`src/rtl/song_fetch_pkg.sv`:
```
// Shared types and constants for the song sample fetcher.
// The sequencer state set and the SRAM word address width live here.
package song_fetch_pkg;
    localparam int ADDR_W = 20;

    typedef enum logic [2:0] {
        IDLE    = 3'd0,
        READ_L  = 3'd1,
        READ_R  = 3'd2,
        COMMIT  = 3'd3,
        STOPPED = 3'd4
    } state_t;
endpackage

```
`src/rtl/req_sync_edge.sv`:
```
// Brings an asynchronous strobe into the clk domain and emits a one-cycle
// pulse per rising edge. The output is registered, so the pulse appears three edges after the strobe rises.
module req_sync_edge (
    input  logic clk,
    input  logic rst_n,
    input  logic i_async,
    output logic o_pulse
);
    logic r_s1;
    logic r_s2;
    logic r_prev;
    logic r_pulse;

    always_ff @(posedge clk or negedge rst_n) begin
        if (!rst_n) begin
            r_s1    <= 1'b0;
            r_s2    <= 1'b0;
            r_prev  <= 1'b0;
            r_pulse <= 1'b0;
        end else begin
            r_s1    <= i_async;
            r_s2    <= r_s1;
            r_prev  <= r_s2;
            r_pulse <= r_s2 & ~r_prev;
        end
    end

    assign o_pulse = r_pulse;
endmodule

```
`src/rtl/song_sample_fetcher.sv`:
```
// Fetches one stereo sample (left word, then right word) from SRAM per codec
// request and holds it on LDATA/RDATA. Also manages song end, restart and underrun flagging.
module song_sample_fetcher
    import song_fetch_pkg::*;
#(
    parameter logic [ADDR_W-1:0] START_ADDR  = 20'h00000,
    parameter logic [ADDR_W-1:0] END_ADDR    = 20'hFFFFF,
    parameter int                WAIT_CYCLES = 2,
    parameter bit                LOOP        = 1'b1
) (
    input  logic              clk,
    input  logic              Reset_n,
    input  logic              play_en,
    input  logic              restart,
    input  logic              adc_full,
    input  logic [15:0]       SRAM_DQ,
    output logic [ADDR_W-1:0] SRAM_ADDR,
    output logic              SRAM_CE_N,
    output logic              SRAM_OE_N,
    output logic              SRAM_WE_N,
    output logic              SRAM_UB_N,
    output logic              SRAM_LB_N,
    output logic [15:0]       LDATA,
    output logic [15:0]       RDATA,
    output logic              sample_valid,
    output logic              song_done,
    output logic              underrun
);
    localparam int                CW        = (WAIT_CYCLES > 0) ? $clog2(WAIT_CYCLES + 1) : 1;
    localparam logic [CW-1:0]     WAIT_LAST = CW'(WAIT_CYCLES);
    // Left address of the final pair; comparing against it avoids overflow at 20'hFFFFF.
    localparam logic [ADDR_W-1:0] LAST_L    = END_ADDR - ADDR_W'(1);

    state_t            r_state;
    logic [ADDR_W-1:0] r_addr;
    logic [CW-1:0]     r_wait;
    logic [15:0]       r_lbuf;
    logic [15:0]       r_ldata;
    logic [15:0]       r_rdata;
    logic              r_valid;
    logic              r_done;
    logic              r_underrun;

    logic w_req;
    logic w_last;
    logic w_busy;
    logic w_rd;

    req_sync_edge u_req_sync (
        .clk     (clk),
        .rst_n   (Reset_n),
        .i_async (adc_full),
        .o_pulse (w_req)
    );

    assign w_last = (r_wait == WAIT_LAST);
    assign w_rd   = (r_state == READ_L) || (r_state == READ_R);
    assign w_busy = w_rd || (r_state == COMMIT);

    always_ff @(posedge clk or negedge Reset_n) begin
        if (!Reset_n) begin
            r_state    <= IDLE;
            r_addr     <= START_ADDR;
            r_wait     <= '0;
            r_lbuf     <= '0;
            r_ldata    <= '0;
            r_rdata    <= '0;
            r_valid    <= 1'b0;
            r_done     <= 1'b0;
            r_underrun <= 1'b0;
        end else begin
            r_valid <= 1'b0;
            if (restart) begin
                r_state    <= IDLE;
                r_addr     <= START_ADDR;
                r_wait     <= '0;
                r_done     <= 1'b0;
                r_underrun <= 1'b0;
            end else begin
                if (w_req && w_busy) r_underrun <= 1'b1;
                case (r_state)
                    IDLE: begin
                        if (w_req && play_en && !r_done) begin
                            r_wait  <= '0;
                            r_state <= READ_L;
                        end
                    end
                    READ_L: begin
                        if (w_last) begin
                            r_lbuf  <= SRAM_DQ;
                            r_wait  <= '0;
                            r_state <= READ_R;
                        end else begin
                            r_wait <= r_wait + 1'b1;
                        end
                    end
                    READ_R: begin
                        // Outputs load on the edge into COMMIT so the valid pulse and the new pair coincide.
                        if (w_last) begin
                            r_ldata <= r_lbuf;
                            r_rdata <= SRAM_DQ;
                            r_valid <= 1'b1;
                            r_wait  <= '0;
                            r_state <= COMMIT;
                        end else begin
                            r_wait <= r_wait + 1'b1;
                        end
                    end
                    COMMIT: begin
                        if (r_addr == LAST_L) begin
                            if (LOOP) begin
                                r_addr  <= START_ADDR;
                                r_state <= IDLE;
                            end else begin
                                r_done  <= 1'b1;
                                r_state <= STOPPED;
                            end
                        end else begin
                            r_addr  <= r_addr + ADDR_W'(2);
                            r_state <= IDLE;
                        end
                    end
                    STOPPED: begin
                        r_state <= STOPPED;
                    end
                    default: r_state <= IDLE;
                endcase
            end
        end
    end

    assign SRAM_ADDR    = (r_state == READ_R) ? (r_addr + ADDR_W'(1)) : r_addr;
    assign SRAM_CE_N    = ~w_rd;
    assign SRAM_OE_N    = ~w_rd;
    assign SRAM_WE_N    = 1'b1;
    assign SRAM_UB_N    = 1'b0;
    assign SRAM_LB_N    = 1'b0;
    assign LDATA        = r_ldata;
    assign RDATA        = r_rdata;
    assign sample_valid = r_valid;
    assign song_done    = r_done;
    assign underrun     = r_underrun;
endmodule
```
`config.mk`:
```
export PLATFORM = sky130hd
export DESIGN_NAME = song_sample_fetcher
export DESIGN_NICKNAME = d
export VERILOG_FILES = /design/src/rtl/song_fetch_pkg.sv /design/src/rtl/req_sync_edge.sv /design/src/rtl/song_sample_fetcher.sv
export SDC_FILE = /design/constraint.sdc
export NUM_CORES = 1
export LEC_CHECK = 0
export CORE_MARGIN = 5
export CORE_UTILIZATION = 42
export DETAILED_ROUTE_END_ITERATION = 8
export GPL_TIMING_DRIVEN = 0
export PLACE_DENSITY = 0.69
export RECOVER_POWER = 100
export SETUP_SLACK_MARGIN = 0.15
export SYNTH_ARGS = -nofsm -noshare
export SYNTH_HDL_FRONTEND = slang
export SYNTH_HIERARCHICAL = 1
export SYNTH_SLANG_ARGS = --single-unit
```
`constraint.sdc`:
```
create_clock -name clk -period 3 [get_ports clk]
set_clock_uncertainty 0.1 [all_clocks]
set_input_delay 0.75 -clock clk [delete_from_list [all_inputs] [get_ports clk]]
set_output_delay 0.75 -clock clk [all_outputs]
set_load 0.1 [all_outputs]
```
* Yosys cells after proc, flatten, opt, wreduce, memory -nomap -nowiden
Index checks and enable logic that the tools add are counted.
** Cells by class
- Add/sub/neg operators :: 3
- Muxes and demuxes :: 18
- Bitwise operators :: 4
- Equality and inequality tests :: 9
- Reductions and logical operators :: 13
** Operator list (number)
- 20-bit two-way mux :: 4
- 20-bit by 1-bit adder with 20-bit output, second input constant :: 1
- 20-bit by 2-bit adder with 20-bit output, second input constant :: 1
- 20-bit == test, second input constant :: 1
- 3-bit two-way mux :: 4
- 3-bit one-hot mux with 4 select lines :: 1
- 3-bit inequality test, second input constant :: 3
- 3-bit AND reduction :: 3
- 3-bit by 2-bit == test with 1-bit output, second input constant :: 2
- 2-bit two-way mux :: 3
- 1-bit two-way mux :: 5
- 2-bit one-hot mux with 2 select lines :: 1
- 2-bit nonzero test :: 2
- 3-bit by 1-bit == test with 1-bit output, second input constant :: 1
- 3-bit == test, second input constant :: 1
- 3-bit zero test :: 1
- 1-bit NOT :: 3
- 3-bit nonzero test :: 1
- 2-bit by 1-bit adder with 2-bit output, second input constant :: 1
- 2-bit == test, second input constant :: 1
- 1-bit logical AND :: 2
- 1-bit logical OR :: 2
- 2-bit AND reduction :: 1
- 2-bit OR reduction :: 1
- 1-bit AND :: 1
** Storage, ports and cells
- Output and inout bits :: 60
- Bits in registers :: 79
- Word-level logic and storage cells :: 59

* Logic depth before layout (Yosys ltp)
- Depth after elaboration :: 6
- Mapped depth :: 7
- Gate-level depth less buffers :: 6

* Hierarchy
Netlist, hierarchy kept.
** Modules (own cells, without submodules)
- song_sample_fetcher :: instances 1, cells each 348, area an instance 3362.0 um^2, seq. area each 1851.8 um^2
- req_sync_edge :: instances 1, cells each 5, area an instance 113.9 um^2, seq. area each 100.1 um^2

* Worst setup path before layout
OpenSTA, ideal clock, no wires.
- Path type :: reg-to-output
- From :: reg r_state[0]
- To :: out SRAM_ADDR[0]
- Required time :: 2150 ps
- Data arrival time :: 1909 ps
- Path buffers :: 1
- Stages on the path, launching flop included :: 4
- Path slack :: 241 ps
- Cells stage by stage :: dfrtp_1 -> clkbuf_8 -> nand2b_1 -> nor2_1
** On the way
- Cells in the longest elaborated chain, start to end :: 2
** Ends and longest elaborated chain
- from (decl) :: RTL line song_sample_fetcher.sv:34 : state_t r_state;
- from (signal assigned) :: RTL line song_sample_fetcher.sv:62 : r_state <= IDLE;
- from (signal assigned) :: RTL line song_sample_fetcher.sv:74 : r_state <= IDLE;
- from (signal assigned) :: RTL line song_sample_fetcher.sv:85 : r_state <= READ_L;
- 3-bit by 2-bit == test with 1-bit output :: RTL line song_sample_fetcher.sv:132 : assign SRAM_ADDR = (r_state == READ_R) ? (r_addr + ADDR_W'(1)) : r_addr;
- 20-bit two-way mux :: RTL line song_sample_fetcher.sv:132
- to (decl) :: RTL line song_sample_fetcher.sv:17 : output logic [ADDR_W-1:0] SRAM_ADDR,
Every way passes these cells.

* Worst setup path in the final report
- From :: reg r_ldata[7], in the netlist LDATA[7]
- To :: out LDATA[7]
** RTL lines
- from (decl) :: RTL line song_sample_fetcher.sv:38 : logic [15:0] r_ldata;
- from (signal assigned) :: RTL line song_sample_fetcher.sv:100 : r_ldata <= r_lbuf;
- to (decl) :: RTL line song_sample_fetcher.sv:23 : output logic [15:0] LDATA,
No word-level cell between the ends.

==> flow_metrics.env <==
export IMPL_nets=465
export IMPL_final_max_slew_viol_count=0
export IMPL_final_period_utilization_pct=92.51
export IMPL_timing_critical_path_cells="dlygate4sd3_1"
export IMPL_viasPerCell=4.893
export IMPL_clk_root_buffer_cell="clkbuf_8"
export IMPL_post_synth_cell_area_avg_um2=9.847
export IMPL_htree_num_levels=3
export IMPL_slew_at_the_pin_with_the_worst_max_slew_slack_ns=1.185
export IMPL_hpwl_um=5492
export IMPL_cts_num_sinks=78
export IMPL_placedInstanceArea_um2=4400
export IMPL_fin_ws_ns=0.2248
export IMPL_clk_latency_ns=0.34
export IMPL_groute_usage_overall_pct=15.89
export IMPL_post_route_util_pct=54.41
export IMPL_synth_seq_cells=78
export IMPL_arrival_time_at_the_worst_endpoint_ns=1.93
export IMPL_ff_latch_area_um2=1952
export IMPL_row_count=33
export IMPL_max_cap_violations=0
export IMPL_dieWidth_um=101.0
export IMPL_slowest_delay_ns=1.24
export IMPL_drt_pass1_iterations=6
export IMPL_mappedNetlistArea_um2=3476
export IMPL_final_cell_area_um2=4425
export IMPL_cts_inserted_buffers=9
export IMPL_power_leakage_nw=2.231
export IMPL_end_kind="primary output"
export IMPL_grt_first_pass_wirelength_um=12880
export IMPL_vias=2701
export IMPL_cts_path_max_buffers=2
export IMPL_synthToLayoutAreaGrowth_pct=27.32
export IMPL_setup_worst_path_start_class="register"
export IMPL_top_level_ports=81
export IMPL_peakVddDrop_v=0.0002886
export IMPL_timing_critical_path_buf_inv=1
export IMPL_category_of_the_critical_setup_timing_path="register to primary output"
export IMPL_gate_count_of_the_mapped_netlist=353
export IMPL_seq_area_frac_synth_pct=56.16
export IMPL_drt_drc_violations_left=0
export IMPL_synth_largest_area_cell="dfrtp_1"
export IMPL_ant_nets=0
export IMPL_rsz0062_at_grt="no"
export IMPL_crit_required_ns=2.15
export IMPL_ys_dominant_reg_cell="dfrtp_1"
export IMPL_synth_common_cells="nand2_1 (119), dfrtp_1 (78), clkbuf_1 (20)"
export IMPL_dieArea_um2=10190
export IMPL_run_status="finished, final reports clean"
export IMPL_grt_pass1_vias=2772
export IMPL_floorplan_initialDensity_pct=42.73
export IMPL_async_flop_share_pct=100.0
export IMPL_drive_gt1_share_pct=11.41
export IMPL_pin_count_of_the_biggest_net_entering_global_routing=69
export IMPL_post_synth_num_cell_types=52
export IMPL_cp_top_family="buffers and inverters"
export IMPL_detail_route_wl_per_cell_um=13.82
export IMPL_tritoncts_clock_tree="done"
export IMPL_multiInputGateArea_um2=1267
export IMPL_synth_warnings=6
export IMPL_antenna_diode_count=0
export IMPL_hold_path_class="register to register"
export IMPL_power_density_nw_per_um2=464.4
export IMPL_proportion_of_netlist_area_held_by_the_largest_area_contributor_pct=56.16
export IMPL_setup_viol=0
export IMPL_layout_min_cycle_time_ns=2.775
export IMPL_path_clk_slew_ns=0.08
export IMPL_post_synth_top_count_cell="nand2_1"
export IMPL_die_height_um=101.0
export IMPL_slowest_stage="dlygate4sd3_1"
export IMPL_ys_top_cells_by_area="dfrtp_1 (56%), nand2_1 (13%), mux2_2 (5.2%), nand3_1 (2.3%), clkbuf_1 (2.2%)"
export IMPL_drt_initial_drc_count=78
export IMPL_critical_path_peak_fanout=2
export IMPL_synth_enable_flop_cells=0
export IMPL_post_cts_repair_setup_buffers=0
export IMPL_maxSlewHeadroom_pct=21.31
export IMPL_numPortBuffers=76
export IMPL_fillers=738
export IMPL_antenna_violations_before_repair=0
export IMPL_wirelength_um=7627
export IMPL_floorplan_core_area_um2=8134
export IMPL_hold_vio_cnt_final=0
export IMPL_cts_hold_repair_buffers=0
export IMPL_gp_congestion=0.8246
export IMPL_dp_slack_ns=0.1262
export IMPL_timing_fmax_mhz=360.3
export IMPL_leftover_overflow_at_the_end_of_global_routing=0
## path summary, 6_finish.rpt
check / startpoint / to / slack [ns] / cells past startpoint
max: LDATA[7] / LDATA[7] / 0.22 / 1
max reg2reg: r_addr[5] / r_addr[5] / 0.52 / 5
max in group asynchronous: Reset_n / RDATA[5] / 1.71 / 2
min: u_req_sync/r_s1 / u_req_sync/r_s2 / 0.25 / 0
min in group asynchronous: Reset_n / r_addr[13] / 0.33 / 1
min reg2reg: u_req_sync/r_s1 / u_req_sync/r_s2 / 0.25 / 0
## cell usage in the layout, fill, tap and decap left out, drive strengths merged, types with 3 or more instances in the layout
master         synthesis  routed
nand2                119     119
dfrtp                 78      78
clkbuf                23      60
dlygate4sd3            0      36
clkdlybuf4s50          0      17
nand3                 17      17
mux2                  16      16
nor2                  14      14
o21ai                  8       8
inv                    6       7
buf                   11       7
or3                    6       6
a21oi                  5       5
nand4                  4       4
a31oi                  4       4
conb                   2       4
xor2                   3       3
and3                   3       3
o311ai                 3       3
nor3                   3       3
## final cells by class
type	instances	share of cell area (%)
inverters	6	0.5089
repair buffers	77	14.79
well taps	105	2.969
multi-input cells	236	28.64
plain buffers	35	4.015
clock buffers	10	3.110
flip-flops and latches	78	44.11
clock inverters	5	1.866
## where the power goes
| group | internal (mW) | switching, mW |
|---|---|---|
| logic | 0.0399 | 0.0792 |
| registers | 1.06 | 0.00394 |
| clock network | 0.490 | 0.384 |
| total | 1.59 | 0.467 |
## per-stage QoR
| stage | setup TNS (ns) | total power, mW | std cells | hold slack (ns) |
|---|---|---|---|---|
| 5_1_grt | 0 | 2.139 | 552 | 0.2805 |
| 4_1_cts | 0 | 2.093 | 552 | 0.1237 |
| 3_5_place_dp | 0 | 1.212 | 537 | 0.2356 |
| 2_1_floorplan | 0 | 1.146 | 355 | 0.2312 |
| 3_3_place_gp | -130.81 | 1.206 | 536 | 0.2361 |
| 6_report | 0 | 2.055 | 552 | 0.2550 |
## sequential cells by signal (all words and copies together) (netlist names)
signal and flops:
r_addr 19, r_lbuf 16, r_wait 2, u_req_sync/r_s1 1, u_req_sync/r_prev 1, sample_valid 1
LDATA 16, u_req_sync/o_pulse 1, u_req_sync/r_s2 1, RDATA 16, underrun 1, r_state 3
## per-layer routing
metal / routed length [µm] / vias to the layer above / GRT usage (%)
met5: 0 / - / 0
met3: 643 / 13 / 5.536
met4: 143 / 0 / 6.953
li1: - / 1329 / -
met2: 3549 / 76 / 25.52
met1: 3290 / 1283 / 19.35
## what timing repair did
action / CTS / global route
gates resized for setup: 22 / 6
gates cloned: 0 / 0
setup endpoints to repair: 20 / 4
## logic make-up after synthesis
group           synth area share (%)
buf+inv                        6.443
compound gates                 5.436
flops                          56.16
xor+xnor                       1.260
fa+ha+maj                     0.3599
simple gates                   24.66
mux                            5.471
other cells                   0.2161
Note: power is estimated with default switching activity, not from simulation.
